===== config.mk =====
export PLATFORM = sky130hd
export DESIGN_NAME = se_prog_loader
export DESIGN_NICKNAME = d
export VERILOG_FILES = /design/src/rtl/se_prog_loader.sv
export SDC_FILE = /design/constraint.sdc
export NUM_CORES = 1
export LEC_CHECK = 0
export BUFFER_PORTS_ARGS = -buffer_cell sky130_fd_sc_hd__buf_2
export CORE_UTILIZATION = 55
export CTS_CLUSTER_DIAMETER = 30
export CTS_CLUSTER_SIZE = 25
export DETAILED_ROUTE_END_ITERATION = 6
export MAX_ROUTING_LAYER = met4
export PLACE_DENSITY_LB_ADDON = 0.1
export SETUP_SLACK_MARGIN = 0.3
export SLEW_MARGIN = 20
export SYNTH_ARGS = -nofsm -noshare
export SYNTH_HDL_FRONTEND = slang
export SYNTH_SLANG_ARGS = --single-unit

===== constraint.sdc =====
create_clock -name clk_i -period 4.7 [get_ports clk_i]
set_clock_uncertainty 0.1 [all_clocks]
set_input_delay 1.41 -clock clk_i [delete_from_list [all_inputs] [get_ports clk_i]]
set_output_delay 1.41 -clock clk_i [all_outputs]
set_load 0.05 [all_outputs]

===== src/rtl/se_prog_loader.sv =====
// Program loader: assembles a little-endian byte stream (length header + words) into 32-bit
// instruction-memory writes. Optional trailing checksum stage enabled by SE_LOADER_CHECKSUM_EN.
module se_prog_loader #(
  parameter int                ADDR_W    = 64,
  parameter int                DEPTH     = 1024,
  parameter logic [ADDR_W-1:0] BASE_ADDR = '0
) (
  input  logic              clk_i,
  input  logic              rst_n_i,
  input  logic              start_i,
  input  logic [7:0]        byte_i,
  input  logic              byteValid_i,
  output logic              byteReady_o,
  output logic [31:0]       loadData_o,
  output logic [ADDR_W-1:0] loadAddr_o,
  output logic              wrEn_o,
  output logic              busy_o,
  output logic              done_o,
  output logic              err_o,
  output logic [10:0]       wordCount_o
);

  typedef enum logic [2:0] {
    S_IDLE,
    S_HDR,
    S_RECV,
    S_WRITE,
`ifdef SE_LOADER_CHECKSUM_EN
    S_CHK,
`endif
    S_DONE,
    S_ERR
  } state_t;

  state_t            state_q, state_d;
  logic [1:0]        idx_q, idx_d;
  logic [31:0]       n_q, n_d;
  logic [31:0]       word_q, word_d;
  logic [31:0]       data_q, data_d;
  logic [ADDR_W-1:0] addr_q, addr_d;
  logic [10:0]       wc_q, wc_d;
  logic              rdy_q, rdy_d;
  logic              wr_q, wr_d;
  logic              busy_q, busy_d;
  logic              done_q, done_d;
  logic              err_q, err_d;
`ifdef SE_LOADER_CHECKSUM_EN
  logic [31:0]       csum_q, csum_d;
`endif
  logic              xfer;

  // Little-endian insertion: byte lane idx of the word being assembled.
  function automatic logic [31:0] put_byte(input logic [31:0] w, input logic [1:0] idx,
                                           input logic [7:0] b);
    logic [31:0] r;
    r = w;
    r[{idx, 3'b000} +: 8] = b;
    return r;
  endfunction

  assign xfer = byteValid_i && rdy_q;

  always_comb begin
    state_d = state_q;
    idx_d   = idx_q;
    n_d     = n_q;
    word_d  = word_q;
    data_d  = data_q;
    addr_d  = addr_q;
    wc_d    = wc_q;
    rdy_d   = rdy_q;
    wr_d    = 1'b0;
    busy_d  = busy_q;
    done_d  = done_q;
    err_d   = err_q;
`ifdef SE_LOADER_CHECKSUM_EN
    csum_d  = csum_q;
`endif
    case (state_q)
      S_IDLE, S_DONE, S_ERR: begin
        if (start_i) begin
          state_d = S_HDR;
          idx_d   = 2'd0;
          wc_d    = '0;
          done_d  = 1'b0;
          err_d   = 1'b0;
          busy_d  = 1'b1;
          rdy_d   = 1'b1;
`ifdef SE_LOADER_CHECKSUM_EN
          csum_d  = '0;
`endif
        end
      end
      S_HDR: begin
        if (xfer) begin
          n_d   = put_byte(n_q, idx_q, byte_i);
          idx_d = idx_q + 2'd1;
          if (idx_q == 2'd3) begin
            if (n_d == 32'd0 || n_d > 32'(DEPTH)) begin
              state_d = S_ERR;
              busy_d  = 1'b0;
              err_d   = 1'b1;
              rdy_d   = 1'b0;
            end else begin
              state_d = S_RECV;
            end
          end
        end
      end
      S_RECV: begin
        if (xfer) begin
          word_d = put_byte(word_q, idx_q, byte_i);
          idx_d  = idx_q + 2'd1;
          if (idx_q == 2'd3) begin
            // Outputs are registered here so they are valid throughout the WRITE cycle.
            state_d = S_WRITE;
            rdy_d   = 1'b0;
            wr_d    = 1'b1;
            data_d  = word_d;
            addr_d  = BASE_ADDR + (ADDR_W'(wc_q) << 2);
`ifdef SE_LOADER_CHECKSUM_EN
            csum_d  = csum_q + word_d;
`endif
          end
        end
      end
      S_WRITE: begin
        wc_d = wc_q + 11'd1;
        if ({21'd0, wc_q} + 32'd1 < n_q) begin
          state_d = S_RECV;
          rdy_d   = 1'b1;
        end else begin
`ifdef SE_LOADER_CHECKSUM_EN
          state_d = S_CHK;
          rdy_d   = 1'b1;
`else
          state_d = S_DONE;
          busy_d  = 1'b0;
          done_d  = 1'b1;
`endif
        end
      end
`ifdef SE_LOADER_CHECKSUM_EN
      S_CHK: begin
        if (xfer) begin
          word_d = put_byte(word_q, idx_q, byte_i);
          idx_d  = idx_q + 2'd1;
          if (idx_q == 2'd3) begin
            busy_d = 1'b0;
            rdy_d  = 1'b0;
            if (word_d == csum_q) begin
              state_d = S_DONE;
              done_d  = 1'b1;
            end else begin
              state_d = S_ERR;
              err_d   = 1'b1;
            end
          end
        end
      end
`endif
      default: state_d = S_IDLE;
    endcase
  end

  always_ff @(posedge clk_i or negedge rst_n_i) begin
    if (!rst_n_i) begin
      state_q <= S_IDLE;
      idx_q   <= '0;
      n_q     <= '0;
      word_q  <= '0;
      data_q  <= '0;
      addr_q  <= '0;
      wc_q    <= '0;
      rdy_q   <= 1'b0;
      wr_q    <= 1'b0;
      busy_q  <= 1'b0;
      done_q  <= 1'b0;
      err_q   <= 1'b0;
`ifdef SE_LOADER_CHECKSUM_EN
      csum_q  <= '0;
`endif
    end else begin
      state_q <= state_d;
      idx_q   <= idx_d;
      n_q     <= n_d;
      word_q  <= word_d;
      data_q  <= data_d;
      addr_q  <= addr_d;
      wc_q    <= wc_d;
      rdy_q   <= rdy_d;
      wr_q    <= wr_d;
      busy_q  <= busy_d;
      done_q  <= done_d;
      err_q   <= err_d;
`ifdef SE_LOADER_CHECKSUM_EN
      csum_q  <= csum_d;
`endif
    end
  end

  assign byteReady_o = rdy_q;
  assign loadData_o  = data_q;
  assign loadAddr_o  = addr_q;
  assign wrEn_o      = wr_q;
  assign busy_o      = busy_q;
  assign done_o      = done_q;
  assign err_o       = err_q;
  assign wordCount_o = wc_q;

endmodule


==> flow_metrics.env <==
export IMPL_outcome="completed"
export IMPL_chipWidth_um=110
export IMPL_start_kind="flip-flop"
export IMPL_finalSetupTns_ns=0
export IMPL_first_global_vias=4374
export IMPL_cts_inserted_buffers=17
export IMPL_rows=39
export IMPL_viasPerCell=5.61
export IMPL_nNetsFinal=732
export IMPL_ys_warnings_count=0
export IMPL_antenna_found_initial=0
export IMPL_netlist_top_cells_count="dfrtp_1 (128), nand2_1 (80), buf_4 (53)"
export IMPL_synthSimpleGateAreaFrac_pct=13.0
export IMPL_max_freq_mhz=295
export IMPL_synth_edf_count=0
export IMPL_synth_avg_cell_area_um2=9.96
export IMPL_muxShareOfSynthArea_pct=1.93
export IMPL_synth_async_reset_ratio_pct=100
export IMPL_syn_area_um2=6420
export IMPL_synth_compound_gate_area_share_pct=20.6
export IMPL_gr_usage_all_layers_pct=25.8
export IMPL_ir_drop_uv=224
export IMPL_fillers=932
export IMPL_synth_most_common_cell="dfrtp_1"
export IMPL_netlist_top_cells_area="dfrtp_1 (50%), a22o_1 (6.8%), buf_4 (6.2%), nand2_1 (4.7%), o21ai_1 (3.8%)"
export IMPL_synthAdderAreaFrac_pct=3.51
export IMPL_rsz0062_at_grt="false"
export IMPL_post_route_min_period_ns=3.39
export IMPL_grt_max_degree=55
export IMPL_syn2layout_area_growth_pct=12.9
export IMPL_drive_gt1_share_pct=16.1
export IMPL_grt_overflow=0
export IMPL_max_stage_delay_ns=0.61
export IMPL_path_class="reg -> reg"
export IMPL_clockBufferDepth=2
export IMPL_p_per_area_nw_per_um2=353
export IMPL_max_slew_margin_rel_pct=52.2
export IMPL_worstPathRequired_ns=4.90
export IMPL_clkLatencyLatePin_ns=0.42
export IMPL_synth_cells=645
export IMPL_synth_cell_types=55
export IMPL_grt_pass1_wl_um=22600
export IMPL_crit_chain="ha_1 > nand3_1 > nor2_1 > and3_1 > nand3_1 > xnor2_1 > ha_1 > a31oi_1 > a21boi_1 > a2111oi_0 > o21bai_1 > o31a_1"
export IMPL_io_pins=124
export IMPL_cts_root_buf="clkbuf_16"
export IMPL_critPathMaxFanout=8
export IMPL_worstMarginPinSlew_ns=0.714
export IMPL_cts_htree_levels=4
export IMPL_post_cts_resized=0
export IMPL_wirelength_um=14100
export IMPL_die_y_um=110
export IMPL_postCtsSetupBuffers=0
export IMPL_synth_largest_area_cell="dfrtp_1"
export IMPL_cts_tree="yes"
export IMPL_ys_seq_elements=128
export IMPL_synth_top_family_by_area="compound AO/OA/AOI/OAI gates"
export IMPL_cts_num_sinks=128
export IMPL_yosysSeqAreaShare_pct=49.9
export IMPL_hpwl_um=9680
export IMPL_core_um2=11400
export IMPL_post_route_period_util_pct=72.1
export IMPL_crit_arrival_ns=3.59
export IMPL_drt_iter0_markers=357
export IMPL_antenna_left=0
export IMPL_path_buf_inv=0
export IMPL_routedWlPerCell_um=16.4
export IMPL_crit_family="compound AO/OA/AOI/OAI gates"
export IMPL_drc=0
export IMPL_drv_cap=0
export IMPL_yosysTopAreaCellShare_pct=49.9
export IMPL_portBuffers=70
export IMPL_power_leakage_uw=0.00364
export IMPL_clk_pin_slew_ns=0.06
export IMPL_critPathCaptureType="flip-flop"
export IMPL_synthXorXnorAreaFrac_pct=1.36
export IMPL_initial_core_util_pct=56.3
export IMPL_vias=4810
export IMPL_n_antenna_cell=0
export IMPL_fin_util_pct=63.5
export IMPL_ctsHoldBuffers=0
export IMPL_ys_flop_type="dfrtp_1"
export IMPL_dr_pass1_iters=6
export IMPL_final_setup_viol_count=0
export IMPL_cp_slowest_cell="a2111oi_0"
export IMPL_hp_class="reg -> reg"
export IMPL_hold_violations=0
export IMPL_drv_slew=0
export IMPL_gp_congestion=0.864
export IMPL_fp_dieArea_um2=12100
-- logic make-up after synthesis --
kind of cell	after synthesis
xor gates and xnor gates	10
DFF	128
other	1
buffers and inverters	110
and+or+nand+nor	172
muxes	11
adders and majority gates	18
AOI/OAI and AO/OA	195
-- per-layer routing --
metal | routed length, um | vias to the layer above | global-route usage (%)
met5 | 0 | - | -
met4 | 235 | 0 | 10.8
met3 | 518 | 18 | 4.29
met2 | 6590 | 155 | 37.1
met1 | 6760 | 2346 | 36.1
li1 | - | 2291 | -
-- cells in the final DEF (no fill, tap or decap), drive strengths merged, types with 9 or more instances in the layout --
| cell | n |
|---|---|
| a22o | 50 |
| conb | 53 |
| and3 | 9 |
| a21oi | 34 |
| mux2 | 11 |
| nor2 | 31 |
| clkbuf | 20 |
| buf | 76 |
| dfrtp | 128 |
| a22oi | 11 |
| o21ai | 66 |
| inv | 21 |
| ha | 18 |
| nor2b | 17 |
| nand2 | 80 |
-- flip-flops by register name (all words and copies together), names as in the netlist --
name and cells:
wordCount_o 11, idx_q 2, err_o 1, busy_o 1, word_q 32, n_q 32, wrEn_o 1, loadAddr_o 11
state_q 3, byteReady_o 1, done_o 1, loadData_o 32
-- tightest hold or removal path: stages, from the launching register on --
cell and delay, ns:
dfrtp_1 0.34, nand2_1 0.05, o21ai_1 0.06
-- worst paths after layout --
kind,from,endpoint,slack (ns),depth (start not counted)
worst max-delay path,wordCount_o[0]$_DFFE_PN0P_,byteReady_o$_DFFE_PN0P_,1.31,12
worst min-delay path,loadData_o[8]$_DFFE_PN0P_,loadData_o[8]$_DFFE_PN0P_,0.38,2
worst max register to register,wordCount_o[0]$_DFFE_PN0P_,byteReady_o$_DFFE_PN0P_,1.31,12
worst min register to register,loadData_o[8]$_DFFE_PN0P_,loadData_o[8]$_DFFE_PN0P_,0.38,2
max in group asynchronous,rst_n_i,loadData_o[14]$_DFFE_PN0P_,2.60,2
min in group asynchronous,rst_n_i,loadAddr_o[3]$_DFFE_PN0P_,0.93,1
-- final cells by class --
cell class | count | area, um^2 | share of cell area (%)
Clock buffer | 20 | 467 | 6.44
Clock inverter | 12 | 134 | 1.85
Inverter | 20 | 75.1 | 1.04
Multi-Input combinational cell | 459 | 2800 | 38.6
Sequential cell | 128 | 3200 | 44.2
Tap cell | 143 | 179 | 2.47
Timing Repair Buffer | 76 | 398 | 5.49
-- through the flow --
stage | hold slack [ns] | std cells | total power, uW | setup WS (ns) | instance area [um^2]
6_report | 0.377 | 858 | 2560 | 1.31 | 7250
5_1_grt | 0.399 | 858 | 2630 | 0.989 | 7250
4_1_cts | 0.383 | 858 | 2580 | 1.34 | 7250
3_5_place_dp | 0.371 | 826 | 1270 | 1.18 | 6650
3_3_place_gp | 0.364 | 826 | 1270 | 1.22 | 6650
2_1_floorplan | 0.350 | 697 | 1260 | 1.48 | 6620
-- where the power goes --
group          total (uW)  switching, uW  internal [uW]
logic                 145            137           7.89
clock network        1310            489            822
registers            1100              0           1100
total                2560            626           1930
Note: power is estimated with default switching activity, not from simulation.
